File: src/rtl/uart_rx_if.sv
// Receive-side byte handshake between uart_rx and its consumer.
interface uart_rx_if;
   logic [7:0] data;
   logic       valid;
   logic       ready;
   logic       frame_err;
   logic       overrun;

   // Receiver drives the byte and status flags; the consumer drives ready.
   modport master (output data, valid, frame_err, overrun, input ready);
   modport slave  (input data, valid, frame_err, overrun, output ready);
endinterface

File: src/rtl/uart_rx.sv
// 8N1 UART receiver: mid-bit sampling with a bit timer that restarts on each
// start edge, byte delivered on a valid/ready handshake with error pulses.
module uart_rx #(
   parameter int unsigned CLK_FREQ = 100000000,
   parameter int unsigned BAUD     = 9600
) (
   input  logic      clk,
   input  logic      rst,
   input  logic      rx,
   output logic      busy,
   uart_rx_if.master bus
);

   localparam int unsigned BIT_CYC = CLK_FREQ / BAUD;
   localparam int unsigned HALF    = BIT_CYC / 2;
   localparam int unsigned CNT_W   = 16;
   localparam int unsigned IDX_W   = 3;

   localparam logic [CNT_W-1:0] BIT_LAST  = CNT_W'(BIT_CYC - 1);
   localparam logic [CNT_W-1:0] HALF_LAST = CNT_W'(HALF - 1);
   localparam logic [IDX_W-1:0] IDX_LAST  = IDX_W'(7);

   typedef enum logic [2:0] {
      IDLE,
      START,
      DATA,
      STOP,
      BRK
   } state_t;

   state_t           state;
   logic [CNT_W-1:0] cnt;
   logic [IDX_W-1:0] bit_idx;
   logic [7:0]       shift;
   logic             rx_meta;
   logic             rx_s;

   logic [7:0]       data;
   logic             valid;
   logic             frame_err;
   logic             overrun;

   assign bus.data      = data;
   assign bus.valid     = valid;
   assign bus.frame_err = frame_err;
   assign bus.overrun   = overrun;

   // Two-flop synchronizer for the asynchronous serial line, idling high.
   always_ff @(posedge clk or negedge rst) begin
      if (!rst) begin
         rx_meta <= 1'b1;
         rx_s    <= 1'b1;
      end else begin
         rx_meta <= rx;
         rx_s    <= rx_meta;
      end
   end

   // Frame FSM, bit timer, shift register and output handshake.
   always_ff @(posedge clk or negedge rst) begin
      if (!rst) begin
         state     <= IDLE;
         cnt       <= '0;
         bit_idx   <= '0;
         shift     <= '0;
         data      <= '0;
         valid     <= 1'b0;
         frame_err <= 1'b0;
         overrun   <= 1'b0;
         busy      <= 1'b0;
      end else begin
         frame_err <= 1'b0;
         overrun   <= 1'b0;

         // Consumer take; a byte loaded on this same edge overrides below.
         if (valid && bus.ready) begin
            valid <= 1'b0;
         end

         case (state)
            IDLE: begin
               if (!rx_s) begin
                  state <= START;
                  cnt   <= '0;
                  busy  <= 1'b1;
               end
            end

            START: begin
               if (cnt == HALF_LAST) begin
                  cnt <= '0;
                  if (rx_s) begin
                     // Line went back high before mid-start: a glitch.
                     state <= IDLE;
                     busy  <= 1'b0;
                  end else begin
                     state   <= DATA;
                     bit_idx <= '0;
                  end
               end else begin
                  cnt <= cnt + CNT_W'(1);
               end
            end

            DATA: begin
               if (cnt == BIT_LAST) begin
                  shift   <= {rx_s, shift[7:1]};
                  cnt     <= '0;
                  bit_idx <= bit_idx + IDX_W'(1);
                  if (bit_idx == IDX_LAST) begin
                     state <= STOP;
                  end
               end else begin
                  cnt <= cnt + CNT_W'(1);
               end
            end

            STOP: begin
               if (cnt == BIT_LAST) begin
                  cnt <= '0;
                  if (rx_s) begin
                     data  <= shift;
                     valid <= 1'b1;
                     if (valid && !bus.ready) begin
                        overrun <= 1'b1;
                     end
                     // Leave at mid-stop so an immediate next start is seen.
                     state <= IDLE;
                     busy  <= 1'b0;
                  end else begin
                     frame_err <= 1'b1;
                     state     <= BRK;
                  end
               end else begin
                  cnt <= cnt + CNT_W'(1);
               end
            end

            BRK: begin
               // Wait out a held-low line; only one frame_err per break.
               if (rx_s) begin
                  state <= IDLE;
                  busy  <= 1'b0;
               end
            end

            default: begin
               state <= IDLE;
               busy  <= 1'b0;
            end
         endcase
      end
   end

endmodule

File: src/flat_wrapper.sv
// flat-port wrapper written by rule: the top's interface ports become plain ports
module uart_rx_flat 
#(
   parameter int unsigned CLK_FREQ = 100000000,
   parameter int unsigned BAUD     = 9600
)
  (clk, rst, rx, busy, bus_data, bus_valid, bus_frame_err, bus_overrun, bus_ready);
  uart_rx_if bus_i ();
  input  logic clk;
  input  logic rst;
  input  logic rx;
  output logic busy;
  output wire logic [$bits(bus_i.data)-1:0] bus_data;
  output wire logic [$bits(bus_i.valid)-1:0] bus_valid;
  output wire logic [$bits(bus_i.frame_err)-1:0] bus_frame_err;
  output wire logic [$bits(bus_i.overrun)-1:0] bus_overrun;
  input wire logic [$bits(bus_i.ready)-1:0] bus_ready;
  assign bus_data = bus_i.data;
  assign bus_valid = bus_i.valid;
  assign bus_frame_err = bus_i.frame_err;
  assign bus_overrun = bus_i.overrun;
  assign bus_i.ready = bus_ready;
  uart_rx #(.CLK_FREQ(CLK_FREQ), .BAUD(BAUD)) u_core (.clk(clk), .rst(rst), .rx(rx), .busy(busy), .bus(bus_i));
endmodule
File: config.mk
export PLATFORM = sky130hd
export DESIGN_NAME = uart_rx_flat
export DESIGN_NICKNAME = d
export VERILOG_FILES = /design/src/rtl/uart_rx_if.sv /design/src/rtl/uart_rx.sv /design/src/flat_wrapper.sv
export SDC_FILE = /design/constraint.sdc
export NUM_CORES = 1
export LEC_CHECK = 0
export ABC_AREA = 1
export CAP_MARGIN = 20
export CORE_MARGIN = 2
export CORE_UTILIZATION = 40
export DETAILED_ROUTE_END_ITERATION = 7
export DONT_BUFFER_PORTS = 1
export PLACE_DENSITY = 0.64
export SLEW_MARGIN = 20
export SYNTH_ARGS = -nofsm -noshare
export SYNTH_HDL_FRONTEND = slang
export SYNTH_SLANG_ARGS = --single-unit
export TNS_END_PERCENT = 50
File: constraint.sdc
create_clock -name clk -period 1.8 [get_ports clk]
set_clock_uncertainty 0.05 [all_clocks]
set_input_delay 0.36 -clock clk [delete_from_list [all_inputs] [get_ports clk]]
set_output_delay 0.36 -clock clk [all_outputs]
set_load 0.03 [all_outputs]
==> reports/metrics.cfg, run 1 <==
[timing]
setup_violations = 0
drv_slew = 0
relSlewSlack_pct = 72.8
max_freq_mhz = 610
post-route-min-period_ns = 1.64
layout_setup_ws_ns = 0.161
period_share_pct = 91.0
tightest_slew_ns = 0.406
final.setup.tns_ns = 0
finalHoldViolCount = 0
rsz0062_at_grt = no

[clock_network]
cts_sinks = 44
cts_resized = 0
cts_tree = built
cts.clk_slew.worst_paths_ns = 0.09
cts_made_buffers = 5
ctsRootBufferMaster = clkbuf_8
clockBufferDepth = 2
htreeDepth = 2
clk_latency_ns = 0.30

[die]
die_width_um = 79.0
initial_core_util_pct = 41.2
coreArea_um2 = 5470
num_rows = 27
fp.dieH_um = 79.0
die_area_um2 = 6250
ios = 16

[yosys]
synthSimpleGateAreaFrac_pct = 29.2
syn_inst = 276
synth_top_family_by_area = simple AND/OR/NAND/NOR gates
synth-seq-cells = 44
synth-adder-area-share_pct = 1.67
synth_area_leaders = dfrtp_1 47%, nand2_1 13%, inv_1 5.8%, nor2_1 4.8%, o21ai_0 3.1%
ys_warn_count = 0
ys.flop_type = dfrtp_1
synth_area_leader_cell = dfrtp_1
synth-compound-area-share_pct = 9.56
synth_most_common_cell = nand2_1
synthesis.area_um2 = 2250
synth_commonest_cells = 80 x nand2_1, 42 x dfrtp_1, 35 x inv_1
synth.distinct_cells = 23
synth_edf_count = 0
yosysTopAreaCellShare_pct = 46.7
synth_xor_area_share_pct = 2.33
syn_area_per_cell_um2 = 8.16
ys_seq_area_share_pct = 49.0
synth_nets = 283
yosys-mux-area-fraction_pct = 0
synthArstFlopShare_pct = 100

[final_layout]
final_net_count = 291
n_antenna_cell = 0
final_cell_count_no_fill = 357
design_area_um2 = 2480
drive_above_1_share_pct = 14.7
syn2layout_area_growth_pct = 10.1

[worst_setup_path]
rrSetupSlack_ns = 0.16
cp.arrival_ns = 1.78
reg2reg_from = u_core.cnt[0]
cp.required_ns = 1.94
crit_path_end_kind = register
path_class = register to register
r2r-end = u_core.bus.data[0]
path_max_fanout = 18
cp-start-kind = register
worstRegToRegCells = 8

[status]
outcome = completed

[hold_path]
holdCritStartpoint = bus_ready
worstHoldEndpoint = u_core.bus.overrun
holdPathStages = 3
hold_path.class = input port to register

[placement]
placed_cell_area_um2 = 2320
dp_hpwl_um = 2970
gp_congestion = 0.869
place_inst = 346
dpl_worst_slack_ns = 0.174
io_buffers = 0

[route]
routedWlPerCell_um = 11.6
drc = 0
vias = 1707
vias_per_cell = 4.78
firstDrtPassIters = 4
postRouteAntennaNets = 0
routed_wl_um = 4130
initialDrtViolationCount = 156

[global_routing]
grt-ovfl-total = 0
grt_pass1_wl_um = 7420
grt_use_total_pct = 15.0
grt_pass1_vias = 1699
grt_max_degree = 45
antenna_found_initial = 0

[pwr]
p_per_area_nw_per_um2 = 728
p_leak_uw = 0.00122
max-vdd-ir-drop_mv = 0.506

[flow_run]
cap_viol_max_count = 0

==> cell families (layout without fill, tap and decap cells) <==
logic type      Yosys count  in the layout
xor+xnor                  6              6
fa+ha+maj                 3              3
compound gates           37             37
simple gates            144            144
flops                    44             44
buf+inv                  42             51
==> layout by cell type, fill, tap and decap left out, types with 3 or more instances in the layout <==
master and n:
o21ai_0 14, dfrtp_1 42, nor2_2 8, inv_2 3
nor2_1 29, a21oi_1 4, nand2_4 4, clkbuf_8 5
xor2_1 6, nand3_1 13, nand2_1 80, o21ai_2 8
ha_1 3, o21ai_1 11, inv_1 35
==> worst max path at each step <==
stage | to | depth (start not counted) | start
global placement | u_core.bus.data[5] | 8 | u_core.cnt[0]
floorplan | u_core.cnt[12] | 8 | u_core.cnt[0]
detailed placement | u_core.bus.data[7] | 8 | u_core.cnt[0]
finish | u_core.bus.data[0] | 8 | u_core.cnt[0]
global route | u_core.cnt[7] | 10 | u_core.cnt[1]
CTS | u_core.bus.data[0] | 8 | u_core.cnt[0]
==> critical path, cell delays in order (launching register included) <==
cell and delay, ns:
dfrtp_1 0.38, ha_1 0.21, nand3_2 0.11, nor2_2 0.16, nand2_4 0.10, inv_6 0.08
nand3_4 0.21, nand2_1 0.15, o21ai_2 0.06
==> state kept, by name (all words and copies together), names as in the netlist <==
register and flops:
u_core.rx_meta 1, u_core.state 3, u_core.rx_s 1, u_core.bus.frame_err 1
u_core.bus.data 8, u_core.cnt 16, u_core.bus.valid 1, u_core.shift 8
u_core.bit_idx 3, u_core.bus.overrun 1, u_core.busy 1
==> per-stage QoR <==
| stage | total power [µW] | hold WS, ns | util [%] |
|---|---|---|---|
| 2_1_floorplan | 1020 | 0.0144 | - |
| 3_3_place_gp | 1020 | 0.0157 | 42.3 |
| 3_5_place_dp | 1020 | 0.0155 | 42.3 |
| 4_1_cts | 1830 | 0.175 | 45.3 |
| 5_1_grt | 1870 | 0.191 | 45.3 |
| 6_report | 1800 | 0.183 | 45.3 |
==> what timing repair did <==
item                      4_1_cts  5_1_grt
hold buffers                    3        0
buffers inserted                0        0
hold endpoints to repair       45        0
==> power by group <==
group | switching [µW] | total, µW | internal, µW
registers | 2.59 | 994 | 992
clock network | 359 | 777 | 418
logic | 22.6 | 32.8 | 10.2
total | 384 | 1800 | 1420
==> routing by layer <==
metal  routed length [µm]  global-route usage [%]  up-vias
li1                     -                       -      880
met3                  249                    4.32        9
met1                 1950                    19.7      774
met4                   68                    6.55        0
met5                    0                       0        -
met2                 1860                    23.1       44
==> final cells by class <==
type                            count  area (µm²)
Clock buffer                        5        68.8
Clock inverter                      3        46.3
Fill cell                         519        2990
Inverter                           39         151
Multi-Input combinational cell    190         963
Sequential cell                    44        1100
Tap cell                           72        90.1
Timing Repair Buffer                4        55.1
Power figures use the tool's default switching activity.
==> inputs of run 2 (changes only) <==
==> constraint.sdc (replaced) <==
create_clock -name clk -period 2.04 [get_ports clk]
set_clock_uncertainty 0.05 [all_clocks]
set_input_delay 0.408 -clock clk [delete_from_list [all_inputs] [get_ports clk]]
set_output_delay 0.408 -clock clk [all_outputs]
set_load 0.03 [all_outputs]
==> run 2 against run 1 <==
Register-to-register slack better by 0.23 ns. Sequential power is 12% lower. Cell area is 0.71% lower. Clock power is 13% lower. Critical path depth stayed put. Combinational power is 15% lower. Cell count is 0.56% lower. Via count is 0.94% lower. Highest routed layer unchanged.
==> reports/metrics.cfg, run 2 (synthesis results as in run 1) <==
[status]
outcome = completed

[worst_setup_path]
slowest_stage = dfrtp_1
crit_path_end_kind = register
path_max_fanout = 9  ; -9
path_delay_family = simple AND/OR/NAND/NOR gates
rrSetupSlack_ns = 0.39  ; +0.23 ns
cp.arrival_ns = 1.77  ; about the same
cp-start-kind = register
crit_path_frequent_cell = nand2_4
cp.required_ns = 2.16  ; +0.22 ns
path_cells = ha_1 > nand3_2 > nor2_2 > nand2_4 > nand2_1 > nand2_4 > nor2_4 > nor2_1
critical_path_buf_inv_count = 0  ; -1
path_class = register to register
worstRegToRegCells = 8  ; unchanged
reg2reg_from = u_core.cnt[0]
critical_path.max_stage_delay_ns = 0.38  ; about the same
r2r-end = u_core.cnt[2]

[pwr]
p_total_uw = 1580  ; -12%
p_leak_uw = 0.00121  ; -0.79%
clock_power_share_pct = 42.8  ; -0.3 points
max-vdd-ir-drop_mv = 0.444  ; -12%
seqPwrFrac_pct = 55.5  ; +0.4 points
p_int_uw = 1250  ; -12%
switching_share_pct = 20.9  ; -0.42 points
p_per_area_nw_per_um2 = 643  ; -12%
p_sw_uw = 330  ; -14%
p_comb_share_pct = 1.8  ; about the same

[final_layout]
syn2layout_area_growth_pct = 9.28
final_cell_count_no_fill = 355  ; -0.56%
final-seq-area_um2 = 1100  ; unchanged
fillers = 569  ; +9.6%
post-route-util_pct = 45.0  ; -0.32 points
layout_commonest_cell = nand2_1
top_regs = u_core.cnt x16, u_core.bus.data x8, u_core.shift x8
drive_above_1_share_pct = 14.5  ; -0.25 points
largest_register_ffs = 16  ; unchanged
mostFrequentLayoutCells = 80 x nand2_1, 42 x dfrtp_1, 35 x inv_1
multi_input_area_um2 = 963  ; unchanged
n_antenna_cell = 0  ; unchanged
final_net_count = 289  ; -0.69%
top_register = u_core.cnt

[die]
ios = 16  ; unchanged
coreArea_um2 = 5470  ; unchanged
die_area_um2 = 6250  ; unchanged
initial_core_util_pct = 41.2  ; unchanged
fp.dieH_um = 79.0  ; unchanged
die_width_um = 79.0  ; unchanged
num_rows = 27  ; unchanged

[route]
routedWlPerCell_um = 11.6  ; +0.10%
drc = 0  ; unchanged
postRouteAntennaNets = 0  ; unchanged
initialDrtViolationCount = 98  ; -37%
firstDrtPassIters = 4  ; unchanged
routed_wl_um = 4110  ; -0.46%
vias = 1691  ; -0.94%
vias_per_cell = 4.76  ; -0.38%

[timing]
rsz0062_at_grt = no
final.setup.tns_ns = 0  ; unchanged
relSlewSlack_pct = 74.2  ; +1.4 points
max_freq_mhz = 608  ; -0.42%
layout_setup_ws_ns = 0.394  ; +0.233 ns
finalHoldViolCount = 0  ; unchanged
period_share_pct = 80.7  ; -10 points
post-route-min-period_ns = 1.65  ; +0.00692 ns
drv_slew = 0  ; unchanged
setup_violations = 0  ; unchanged
tightest_slew_ns = 0.385  ; -0.0211 ns

[clock_network]
clockBufferDepth = 2  ; unchanged
ctsRootBufferMaster = clkbuf_8
htreeDepth = 2  ; unchanged
cts_resized = 0  ; unchanged
ctsHoldBuffers = 2  ; -1
postCtsSetupBuffers = 0  ; unchanged
clk_latency_ns = 0.29  ; about the same
cts_sinks = 44  ; unchanged
cts_made_buffers = 5  ; unchanged
cts.clk_slew.worst_paths_ns = 0.09  ; about the same
cts_tree = built

[global_routing]
antenna_found_initial = 0  ; unchanged
grt_use_total_pct = 14.9  ; -0.16 points
grt_pass1_wl_um = 7400  ; -0.28%
grt_max_degree = 45  ; unchanged
grt_pass1_vias = 1689  ; -0.59%
grt-ovfl-total = 0  ; unchanged

[placement]
dp_hpwl_um = 3020  ; +1.7%
place_inst = 345  ; -0.29%
io_buffers = 0  ; unchanged
gp_congestion = 0.883  ; +1.6%
dpl_worst_slack_ns = 0.410  ; +0.236 ns

[flow_run]
cap_viol_max_count = 0  ; unchanged

[hold_path]
hold_path.class = input port to register
worstHoldEndpoint = u_core.rx_meta
holdCritStartpoint = rx
holdPathStages = 0  ; -3

run 2: cell types whose count changed in the layout (fill, tap and decap cells not counted), sizes merged:
cell / previous run / this run
buf: 2 / 1
dlygate4sd3: 2 / 1
run 2: area by class of cell:
type,instances,share of cell area [%]
Tap cell,72,3.66
Clock buffer,5,2.80
Sequential cell,44,44.8
Multi-Input combinational cell,190,39.1
Clock inverter,3,1.88
Timing Repair Buffer,2,1.53
Inverter,39,6.15
run 2: worst max path at each step:
stage | startpoint | endpoint | slack [ns] | cells past startpoint
after CTS | u_core.cnt[1] | u_core.cnt[2] | 0.39 | 8
after global routing | u_core.cnt[1] | u_core.bus.data[0] | 0.21 | 8
final | u_core.cnt[0] | u_core.cnt[2] | 0.39 | 8
after floorplan | u_core.cnt[0] | u_core.cnt[12] | 0.59 | 8
after global placement | u_core.cnt[0] | u_core.bus.data[3] | 0.46 | 8
after detailed placement | u_core.cnt[1] | u_core.bus.data[3] | 0.41 | 8
run 2: metrics by stage:
step / cell area, µm² / hold WS [ns]
detailed placement: 2310 / 0.0640
global placement: 2310 / 0.0641
finish: 2460 / 0.0503
floorplan: 2250 / 0.0624
CTS: 2460 / 0.0386
global route: 2460 / 0.0258
run 2: routing by layer:
metal | global-route usage, % | up-vias | share of wire (%)
met5 | 0 | - | 0
met3 | 3.18 | 5 | 3.9
met1 | 19.7 | 793 | 49
met4 | 5.34 | 0 | 1.1
li1 | - | 869 | -
met2 | 24.1 | 24 | 46
run 2: power groups by stage:
stage | Sequential, µW | Combinational (µW) | Clock [µW]
5_1_grt | 878 | 33.0 | 735
6_report | 877 | 27.8 | 677
3_5_place_dp | 895 | 3.74 | 0
4_1_cts | 877 | 29.5 | 700
2_1_floorplan | 894 | 2.91 | 0
3_3_place_gp | 895 | 3.80 | 0
